--- config.mk ---
export PLATFORM = sky130hd
export DESIGN_NAME = multi_audio_wave
export DESIGN_NICKNAME = d
export VERILOG_FILES = /design/src/rtl/multi_audio_wave.sv
export SDC_FILE = /design/constraint.sdc
export NUM_CORES = 1
export LEC_CHECK = 0
export CORE_ASPECT_RATIO = 1.5
export CORE_MARGIN = 2
export CORE_UTILIZATION = 50
export DETAILED_ROUTE_END_ITERATION = 8
export DONT_BUFFER_PORTS = 1
export GPL_TIMING_DRIVEN = 1
export PLACE_DENSITY = 0.75
export RECOVER_POWER = 50
export SLEW_MARGIN = 15
export SYNTH_ARGS = -nofsm -noshare
export SYNTH_HDL_FRONTEND = slang
export SYNTH_SLANG_ARGS = --single-unit
--- constraint.sdc ---
create_clock -name clock -period 4 [get_ports clock]
set_input_delay 1.2 -clock clock [delete_from_list [all_inputs] [get_ports clock]]
set_output_delay 1.2 -clock clock [all_outputs]
set_load 0.1 [all_outputs]
--- src/rtl/multi_audio_wave.sv ---
// Time-multiplexed multi-channel waveform generator and mixer (SIN/TRI/SQ/SAW/OFF per channel).
// Define MULTI_AUDIO_WAVE_SINE_EN to build the quarter-wave sine table; otherwise SIN sits at midscale.
module multi_audio_wave #(
   parameter int BITS      = 6,
   parameter int CHANNELS  = 4,
   parameter int PHASE_W   = 16,
   parameter int DIV       = 64,
   localparam int CH_W     = $clog2(CHANNELS),
   localparam int OUT_W    = BITS + CH_W
) (
   input  logic               clock,
   input  logic               reset,
   input  logic               cfg_we,
   input  logic [CH_W-1:0]    cfg_ch,
   input  logic [2:0]         cfg_form,
   input  logic [PHASE_W-1:0] cfg_inc,
   input  logic               cfg_phase_clr,
   output logic [OUT_W-1:0]   sample,
   output logic               sample_valid,
   output logic               busy
);
   localparam int CNT_W = $clog2(DIV);
   localparam logic [BITS-1:0] MID = {1'b1, {(BITS-1){1'b0}}};
   localparam logic [2:0] F_SIN = 3'd0, F_TRI = 3'd1, F_SQ = 3'd2, F_SAW = 3'd3, F_OFF = 3'd4;

   typedef enum logic [1:0] {S_IDLE, S_RUN, S_DONE} state_t;

   state_t             state_q, state_d;
   logic [CNT_W-1:0]   cnt_q, cnt_d;
   logic [CH_W-1:0]    ch_q, ch_d;
   logic [OUT_W-1:0]   sum_q, sum_d, sample_q, sample_d;
   logic [PHASE_W-1:0] phase_q [CHANNELS];
   logic [PHASE_W-1:0] phase_d [CHANNELS];
   logic [PHASE_W-1:0] inc_q   [CHANNELS];
   logic [PHASE_W-1:0] inc_d   [CHANNELS];
   logic [2:0]         form_q  [CHANNELS];
   logic [2:0]         form_d  [CHANNELS];
   logic               tick, last_ch, cur_msb;
   logic [BITS-1:0]    cur_top, cur_tri, level;
   logic [2:0]         cur_form;

`ifdef MULTI_AUDIO_WAVE_SINE_EN
   logic [7:0] cur_sin_idx;

   // Q[k] = round(31*sin(pi/2*(k+0.5)/64)); amplitude tabulated for BITS=6.
   function automatic logic [4:0] quarter_sin(input logic [5:0] k);
      logic [4:0] q;
      case (k)
         6'd0:  q = 5'd0;  6'd1:  q = 5'd1;  6'd2:  q = 5'd2;  6'd3:  q = 5'd3;  6'd4:  q = 5'd3;  6'd5:  q = 5'd4;  6'd6:  q = 5'd5;  6'd7:  q = 5'd6;
         6'd8:  q = 5'd6;  6'd9:  q = 5'd7;  6'd10: q = 5'd8;  6'd11: q = 5'd9;  6'd12: q = 5'd9;  6'd13: q = 5'd10; 6'd14: q = 5'd11; 6'd15: q = 5'd12;
         6'd16: q = 5'd12; 6'd17: q = 5'd13; 6'd18: q = 5'd14; 6'd19: q = 5'd14; 6'd20: q = 5'd15; 6'd21: q = 5'd16; 6'd22: q = 5'd16; 6'd23: q = 5'd17;
         6'd24: q = 5'd18; 6'd25: q = 5'd18; 6'd26: q = 5'd19; 6'd27: q = 5'd19; 6'd28: q = 5'd20; 6'd29: q = 5'd21; 6'd30: q = 5'd21; 6'd31: q = 5'd22;
         6'd32: q = 5'd22; 6'd33: q = 5'd23; 6'd34: q = 5'd23; 6'd35: q = 5'd24; 6'd36: q = 5'd24; 6'd37: q = 5'd25; 6'd38: q = 5'd25; 6'd39: q = 5'd26;
         6'd40: q = 5'd26; 6'd41: q = 5'd26; 6'd42: q = 5'd27; 6'd43: q = 5'd27; 6'd44: q = 5'd28; 6'd45: q = 5'd28; 6'd46: q = 5'd28; 6'd47: q = 5'd28;
         6'd48: q = 5'd29; 6'd49: q = 5'd29; 6'd50: q = 5'd29; 6'd51: q = 5'd30; 6'd52: q = 5'd30; 6'd53: q = 5'd30; 6'd54: q = 5'd30; 6'd55: q = 5'd30;
         6'd56: q = 5'd30; 6'd57: q = 5'd31; 6'd58: q = 5'd31; 6'd59: q = 5'd31; 6'd60: q = 5'd31; 6'd61: q = 5'd31; 6'd62: q = 5'd31; default: q = 5'd31;
      endcase
      return q;
   endfunction

   // Odd quadrants walk the table backwards; the upper half mirrors below midscale.
   function automatic logic [BITS-1:0] sin_level(input logic [7:0] idx);
      logic [5:0] k;
      logic [BITS-1:0] q;
      k = idx[6] ? ~idx[5:0] : idx[5:0];
      q = BITS'(quarter_sin(k));
      return idx[7] ? MID - q : MID + q;
   endfunction
`endif

   assign tick    = (cnt_q == '0);
   assign last_ch = (ch_q == CH_W'(CHANNELS-1));

   always_ff @(posedge clock) begin
      if (!reset) state_q <= S_IDLE;
      else        state_q <= state_d;
   end

   always_comb begin
      state_d = state_q;
      case (state_q)
         S_IDLE:  if (tick) state_d = S_RUN;
         S_RUN:   if (last_ch) state_d = S_DONE;
         S_DONE:  state_d = S_IDLE;
         default: state_d = S_IDLE;
      endcase
   end

   always_comb begin
      busy         = (state_q == S_RUN) || (state_q == S_DONE);
      sample_valid = (state_q == S_DONE);
   end

   // Level of the channel in the current RUN slot, from its pre-update phase and form.
   always_comb begin
      cur_msb  = phase_q[ch_q][PHASE_W-1];
      cur_top  = phase_q[ch_q][PHASE_W-1 -: BITS];
      cur_tri  = phase_q[ch_q][PHASE_W-2 -: BITS];
      cur_form = form_q[ch_q];
`ifdef MULTI_AUDIO_WAVE_SINE_EN
      cur_sin_idx = phase_q[ch_q][PHASE_W-1 -: 8];
`endif
      case (cur_form)
         F_SQ:    level = cur_msb ? '0 : '1;
         F_SAW:   level = cur_top;
         F_TRI:   level = cur_msb ? ~cur_tri : cur_tri;
`ifdef MULTI_AUDIO_WAVE_SINE_EN
         F_SIN:   level = sin_level(cur_sin_idx);
`endif
         default: level = MID;
      endcase
   end

   // A config clear lands after the RUN accumulate so it wins on a same-channel collision.
   always_comb begin
      cnt_d    = (cnt_q == CNT_W'(DIV-1)) ? '0 : cnt_q + 1'b1;
      ch_d     = ch_q;
      sum_d    = sum_q;
      sample_d = sample_q;
      phase_d  = phase_q;
      inc_d    = inc_q;
      form_d   = form_q;
      if ((state_q == S_IDLE) && tick) begin
         ch_d  = '0;
         sum_d = '0;
      end
      if (state_q == S_RUN) begin
         sum_d         = sum_q + OUT_W'(level);
         ch_d          = ch_q + 1'b1;
         phase_d[ch_q] = phase_q[ch_q] + inc_q[ch_q];
         if (last_ch) sample_d = sum_q + OUT_W'(level);
      end
      if (cfg_we) begin
         inc_d[cfg_ch]  = cfg_inc;
         form_d[cfg_ch] = cfg_form;
         if (cfg_phase_clr) phase_d[cfg_ch] = '0;
      end
   end

   always_ff @(posedge clock) begin
      if (!reset) begin
         cnt_q    <= '0;
         ch_q     <= '0;
         sum_q    <= '0;
         sample_q <= '0;
         for (int i = 0; i < CHANNELS; i++) begin
            phase_q[i] <= '0;
            inc_q[i]   <= '0;
            form_q[i]  <= F_OFF;
         end
      end else begin
         cnt_q    <= cnt_d;
         ch_q     <= ch_d;
         sum_q    <= sum_d;
         sample_q <= sample_d;
         phase_q  <= phase_d;
         inc_q    <= inc_d;
         form_q   <= form_d;
      end
   end

   assign sample = sample_q;

endmodule

# After elaboration in Yosys (flattened, before gate mapping)
# Cells that the tools add are included.
word_totals:
  ff_bits: 166
  output_inout_bits: 10
  elab_cells: 81
op_classes:
  n_addsub: 4
  n_lt_le_gt_ge: 4
  n_eq_ne: 9
  muxes: 31
  bitwise: 6
  n_reduce_logical: 10
op_table:
  columns: ["op", "n"]
  rows:
  - ["two-way mux 64 bit", 3]
  - ["bitwise mux 64 bit", 2]
  - ["two-way mux 16 bit", 6]
  - ["bitwise AND 64 bit", 1]
  - ["binary-select mux 16 bit (select 2 bit)", 2]
  - ["demux 16 bit (select 2 bit)", 2]
  - ["NOT 64 bit", 1]
  - ["one-hot mux 6 bit (3 select lines)", 1]
  - ["adder 16 bit", 1]
  - ["two-way mux 8 bit", 2]
  - ["bitwise mux 12 bit", 1]
  - ["two-way mux 6 bit", 2]
  - ["two-way mux 3 bit", 3]
  - ["adder 8 x 6 -> 8 bit", 1]
  - ["two-way mux 2 bit", 4]
  - ["adder 6 x 1 -> 6 bit (second input constant)", 1]
  - ["binary-select mux 3 bit (select 2 bit)", 1]
  - ["demux 3 bit (select 2 bit)", 1]
  - ["equality test 3 x 2 -> 1 bit (second input constant)", 2]
  - ["equality test 6 bit (second input constant)", 1]
  - [">= comparator 3 bit (second input constant)", 2]
  - ["zero test 6 bit", 1]
  - ["less-than comparator 3 x 1 -> 1 bit (second input constant)", 2]
  - ["NOT 2 -> 3 bit", 2]
  - ["14 further kinds", 19]

# Depth between registers and ports, before layout
depth:
  depth_word: 10
  mapped_depth: 17
  mapped_depth_nobuf: 15

# Worst setup path before layout
# OpenSTA, ideal clock, no wires.
synth_path:
  path_type: "flip-flop to flip-flop"
  startpoint: "register ch_q[0]"
  endpoint: "register sample_q[6] (netlist: sample[6])"
  setup_ns: 0.067
  arrival_time_ns: 3.428
  required_time_ns: 3.933
  setup_slack_ns: 0.505
  stages_incl_launch_ff: 17
  path_buffers: 1
  synth_period_minus_slack_ns: 3.495
  cell_sequence: "dfxtp_1 > buf_6 > mux4_2 > nand2b_4 > nor2_1 > a21oi_1 > o22a_1 > nor2_1 > ha_1 > inv_1 > fa_1 > nor2b_1 > o21ai_0 > a21boi_0 > o21ai_0 > or4_1 > nand4_1"
synth_between:
  elab_chain_cells: 8
  elab_cells_between_ends: 17
synth_rtl:
  columns: ["item", "line_no", "text"]
  rows:
  - ["start, declared", "30", "logic [CH_W-1:0] ch_q, ch_d;"]
  - ["start signal, assigned", "153", "ch_q <= ch_d;"]
  - ["NOT 2 -> 3 bit (not written as such)", null, null]
  - ["binary-select mux 16 bit (select 2 bit)", "96, 97, 98", null]
  - ["two-way mux 16 bit (not written as such) (2 in a row)", "96, 97", null]
  - ["NOT 6 bit", "106", "F_TRI: level = cur_msb ? ~cur_tri : cur_tri;"]
  - ["two-way mux 6 bit", "106", null]
  - ["one-hot mux 6 bit (3 select lines)", "103", "case (cur_form)"]
  - ["adder 8 x 6 -> 8 bit", "131", "if (last_ch) sample_d = sum_q + OUT_W'(level);"]
  - ["end signal, assigned", "155", "sample_q <= sample_d;"]
  - ["end, declared", "31", "logic [OUT_W-1:0] sum_q, sum_d, sample_q, sample_d;"]
# Parallel ways exist; a longest one is shown, timed or not. The select of a mux whose other input is x is not followed.
# A chain may end at the register's enable or synchronous reset.

# Worst setup path after layout
# Ends and elaborated chain as after synthesis.

==> run_results.csv <==
group,metric,value,unit
yosys,synthArstFlopShare,0,%
clock_network,post_cts_resized,0,
clock_network,cts_hold_buffers,0,
clock_network,cts_sinks,166,
timing,layout_setup_ws,0.2811,ns
yosys,yosys_warnings,0,
power,power_density,436.0,mW/mm2
drt,wl_per_cell,17.81,um
yosys,synth_top_family_by_area,"simple AND/OR/NAND/NOR gates",
global_routing,first_global_vias,6791,
finish,final_common_cell,"nand2_1",
place,gp_congestion,0.9675,
finish,area_growth_syn_to_layout,9.556,%
finish,final_core_util,56.30,%
clock_network,cts_max_level,4,
finish,regArea,0.003326,mm2
drt,routed_wl,20.59,mm
drt,ant_nets,0,
finish,layout.cells.non_filler,1156,
critical_path,crit_end,"sample[6]$_SDFFE_PN0P_",
finish,nFillCells,1423,
place,portBuffers,0,
yosys,synthAdderAreaFrac,5.150,%
global_routing,antenna_found_initial,0,
clock_network,cts_buffers,17,
critical_path,required,4.37,ns
finish,drive_above_1_share,9.129,%
timing,setup_tns,0,ns
yosys,syn_nets,1015,
clock_network,cts.path.max_buffers,2,
place,dp.cells,1124,
floorplanning,fp-row-count,56,
critical_path,path_max_fanout,10,
min_path,hold_class,"register to register",
timing,fmax,268.9,MHz
critical_path,r2r_slack,0.28,ns
clock_network,clk_latency,0.44,ns
critical_path,crit_path_start,"ch_q[0]$_SDFFE_PN0P_",
global_routing,grt_usage,24.67,%
timing,finalCritPeriodShare,92.97,%
power,power,3.852,mW
finish,diodes,0,
timing,relSlewSlack,6.504,%
critical_path,max_stage_delay,0.57,ns
floorplanning,die_area,0.01718,mm2
global_routing,grt_max_degree,59,
drt,via_count,6865,
drt,routed_via_density,5.939,
critical_path,critPathKind,"register to register",
yosys,ys_ff_latch,166,
critical_path,path_cells,"buf_4, mux4_2, nor2_1, a21oi_1, o22a_1, nor2_1, ha_1, inv_1, fa_1, nor2b_1, o21ai_0, a21boi_0, o21ai_0, or4_1, nand4_1",
yosys,syn_area,0.008065,mm2
floorplanning,start_util,51.39,%
timing,slew_viol_final,0,
place,dp.final_hpwl,13.96,mm
timing,period_needed,3.719,ns
clock_network,cts_setup_buffers,0,
yosys,synth_compound_area_share,16.27,%
critical_path,r2r_end,"sample[6]$_SDFFE_PN0P_",
timing,setup_viol,0,
floorplanning,ioPinCount,35,
floorplanning,die_h,159.6,um
critical_path,start_kind,"register",
place,place_ws,0.3661,ns
drt,drcViolationCount,0,
power,ir_worst_vdd,0.3207,mV
clock_network,cts-root-buf,"clkbuf_16",
yosys,synthFlopType,"dfxtp_1",
yosys,synth_xor_area_share,2.063,%
outcome,run_status,"finished, final reports clean",
yosys,synth_edf_count,0,
critical_path,cp_slowest_cell,"mux4_2",
yosys,synth-simple-area-share,21.10,%
finish,final_cell_mix,"230 x nand2_1, 164 x dfxtp_1, 146 x a21oi_1",
global_routing,grt_pass1_wl,33.81,mm
yosys,synth_cells,958,
drt,drt_iter0_drc,558,
clock_network,path_clk_slew,0.07,ns
power,leakage,3.082,nW
timing,hold_slack,0.4528,ns
floorplanning,core,0.01570,mm2
floorplanning,die_w,107.7,um
clock_network,tritoncts,"yes",
finish,finalNetCount,997,
timing,grt_setup_unrepaired,"false",
yosys,postSynthAreaPerCell,8.419,um2
finish,multiInputGateArea,0.004457,mm2
yosys,ys_seq_area_share,41.20,%
run,maxCapViolations,0,
timing,fin_worst_skew,0.01531,ns
timing,tightest_slew,1.402,ns
critical_path,rr_startpoint,"ch_q[0]$_SDFFE_PN0P_",
place,postPlaceCellArea,0.008220,mm2
yosys,synth_mux_area_share,10.67,%
yosys,synth_cell_types,60,
global_routing,grt_overflow,0,
timing,timing.final.hold_violations,0,
critical_path,r2r_cells,15,
critical_path,critPathCaptureType,"register",
drt,firstDrtPassIters,5,
critical_path,arrival,4.09,ns
finish,finalInstanceArea,0.008836,mm2
==> per-layer routing <==
| layer | part of all wire [%] | GRT usage (%) |
|---|---|---|
| met5 | 0 | 0 |
| met4 | 2.7 | 9.615 |
| met3 | 6.0 | 5.403 |
| met2 | 52 | 43.31 |
| met1 | 39 | 28.84 |
==> where the power goes <==
part,switching (mW),internal (mW)
clock,0.815,0.859
combinational,0.297,0.154
sequential,0.0287,1.70
==> cell usage after synthesis (2+ instances only) <==
cell	number	area (um2)
a211oi_1	12	90.09
o21ai_0	33	165.2
a31oi_1	8	50.05
nand2_1	230	863.3
mux2i_1	5	50.05
a21oi_1	146	730.7
and3_1	2	12.51
or3_1	8	50.05
a21o_1	5	37.54
buf_1	5	18.77
xnor2_1	12	105.1
clkbuf_1	40	150.1
nand4_1	2	12.51
o21a_1	4	30.03
ha_1	30	375.4
nand3b_1	6	45.04
and2_1	5	31.28
o22ai_1	5	31.28
o211ai_1	2	15.01
o31ai_1	2	15.01
mux4_1	6	157.7
nor2b_1	2	12.51
nor3_1	11	55.05
nor2_1	71	266.5
mux4_2	28	630.6
or3b_1	2	17.52
nand2b_1	5	31.28
or2_2	2	12.51
buf_6	2	22.52
nor4_1	5	31.28
nand3_1	35	175.2
buf_2	6	30.03
dfxtp_1	166	3323
fa_1	2	40.04
inv_1	14	52.55
mux2_2	2	22.52
o22a_1	4	35.03
a22oi_1	5	37.54
xor2_1	7	61.31
==> sequential cells by signal, summed over array words and instances, names as in the netlist <==
| name | count |
|---|---|
| cnt_q | 6 |
| sample | 8 |
| sum_q | 8 |
| state_q | 2 |
| form_q | 12 |
| ch_q | 2 |
| phase_q | 64 |
| inc_q | 64 |
==> logic make-up (layout without fill, tap and decap cells) <==
| kind of cell | count (synthesis) | after routing |
|---|---|---|
| DFF | 166 | 166 |
| AOI/OAI and AO/OA | 235 | 235 |
| buffers and inverters | 69 | 64 |
| xor gates and xnor gates | 19 | 19 |
| muxes | 41 | 41 |
| and+or+nand+nor | 396 | 396 |
| adders and majority gates | 32 | 32 |
==> worst max-delay path, delay by kind of cell, from the launching register on <==
kind | cells | cell delay, ns
AND/OR/NAND/NOR | 5 | 0.94
AO/OA/AOI/OAI | 5 | 0.82
adder cells (fa/ha/maj) | 2 | 0.60
multiplexers | 1 | 0.57
flip-flops | 1 | 0.41
buffers and inverters | 2 | 0.31
==> worst min path at each step <==
| stage | slack [ns] | startpoint | to | depth (start not counted) |
|---|---|---|---|---|
| final | 0.45 | inc_q[30]$_SDFFE_PN0P_ | inc_q[30]$_SDFFE_PN0P_ | 2 |
| after global routing | 0.47 | inc_q[59]$_SDFFE_PN0P_ | inc_q[59]$_SDFFE_PN0P_ | 2 |
| after CTS | 0.45 | form_q[1]$_SDFFE_PN0P_ | form_q[1]$_SDFFE_PN0P_ | 2 |
| after detailed placement | 0.44 | form_q[1]$_SDFFE_PN0P_ | form_q[1]$_SDFFE_PN0P_ | 2 |
| after global placement | 0.43 | phase_q[43]$_SDFF_PN0_ | phase_q[43]$_SDFF_PN0_ | 2 |
| after floorplan | 0.43 | phase_q[43]$_SDFF_PN0_ | phase_q[43]$_SDFF_PN0_ | 2 |
==> area by class of cell <==
type	count	share of cell area (%)
inverters	15	0.6372
repair buffers	17	1.374
well taps	203	2.875
multi-input cells	723	50.44
clock inverters	15	2.223
flip-flops and latches	166	37.64
clock buffers	17	4.815
Power figures use the tool's default switching activity.
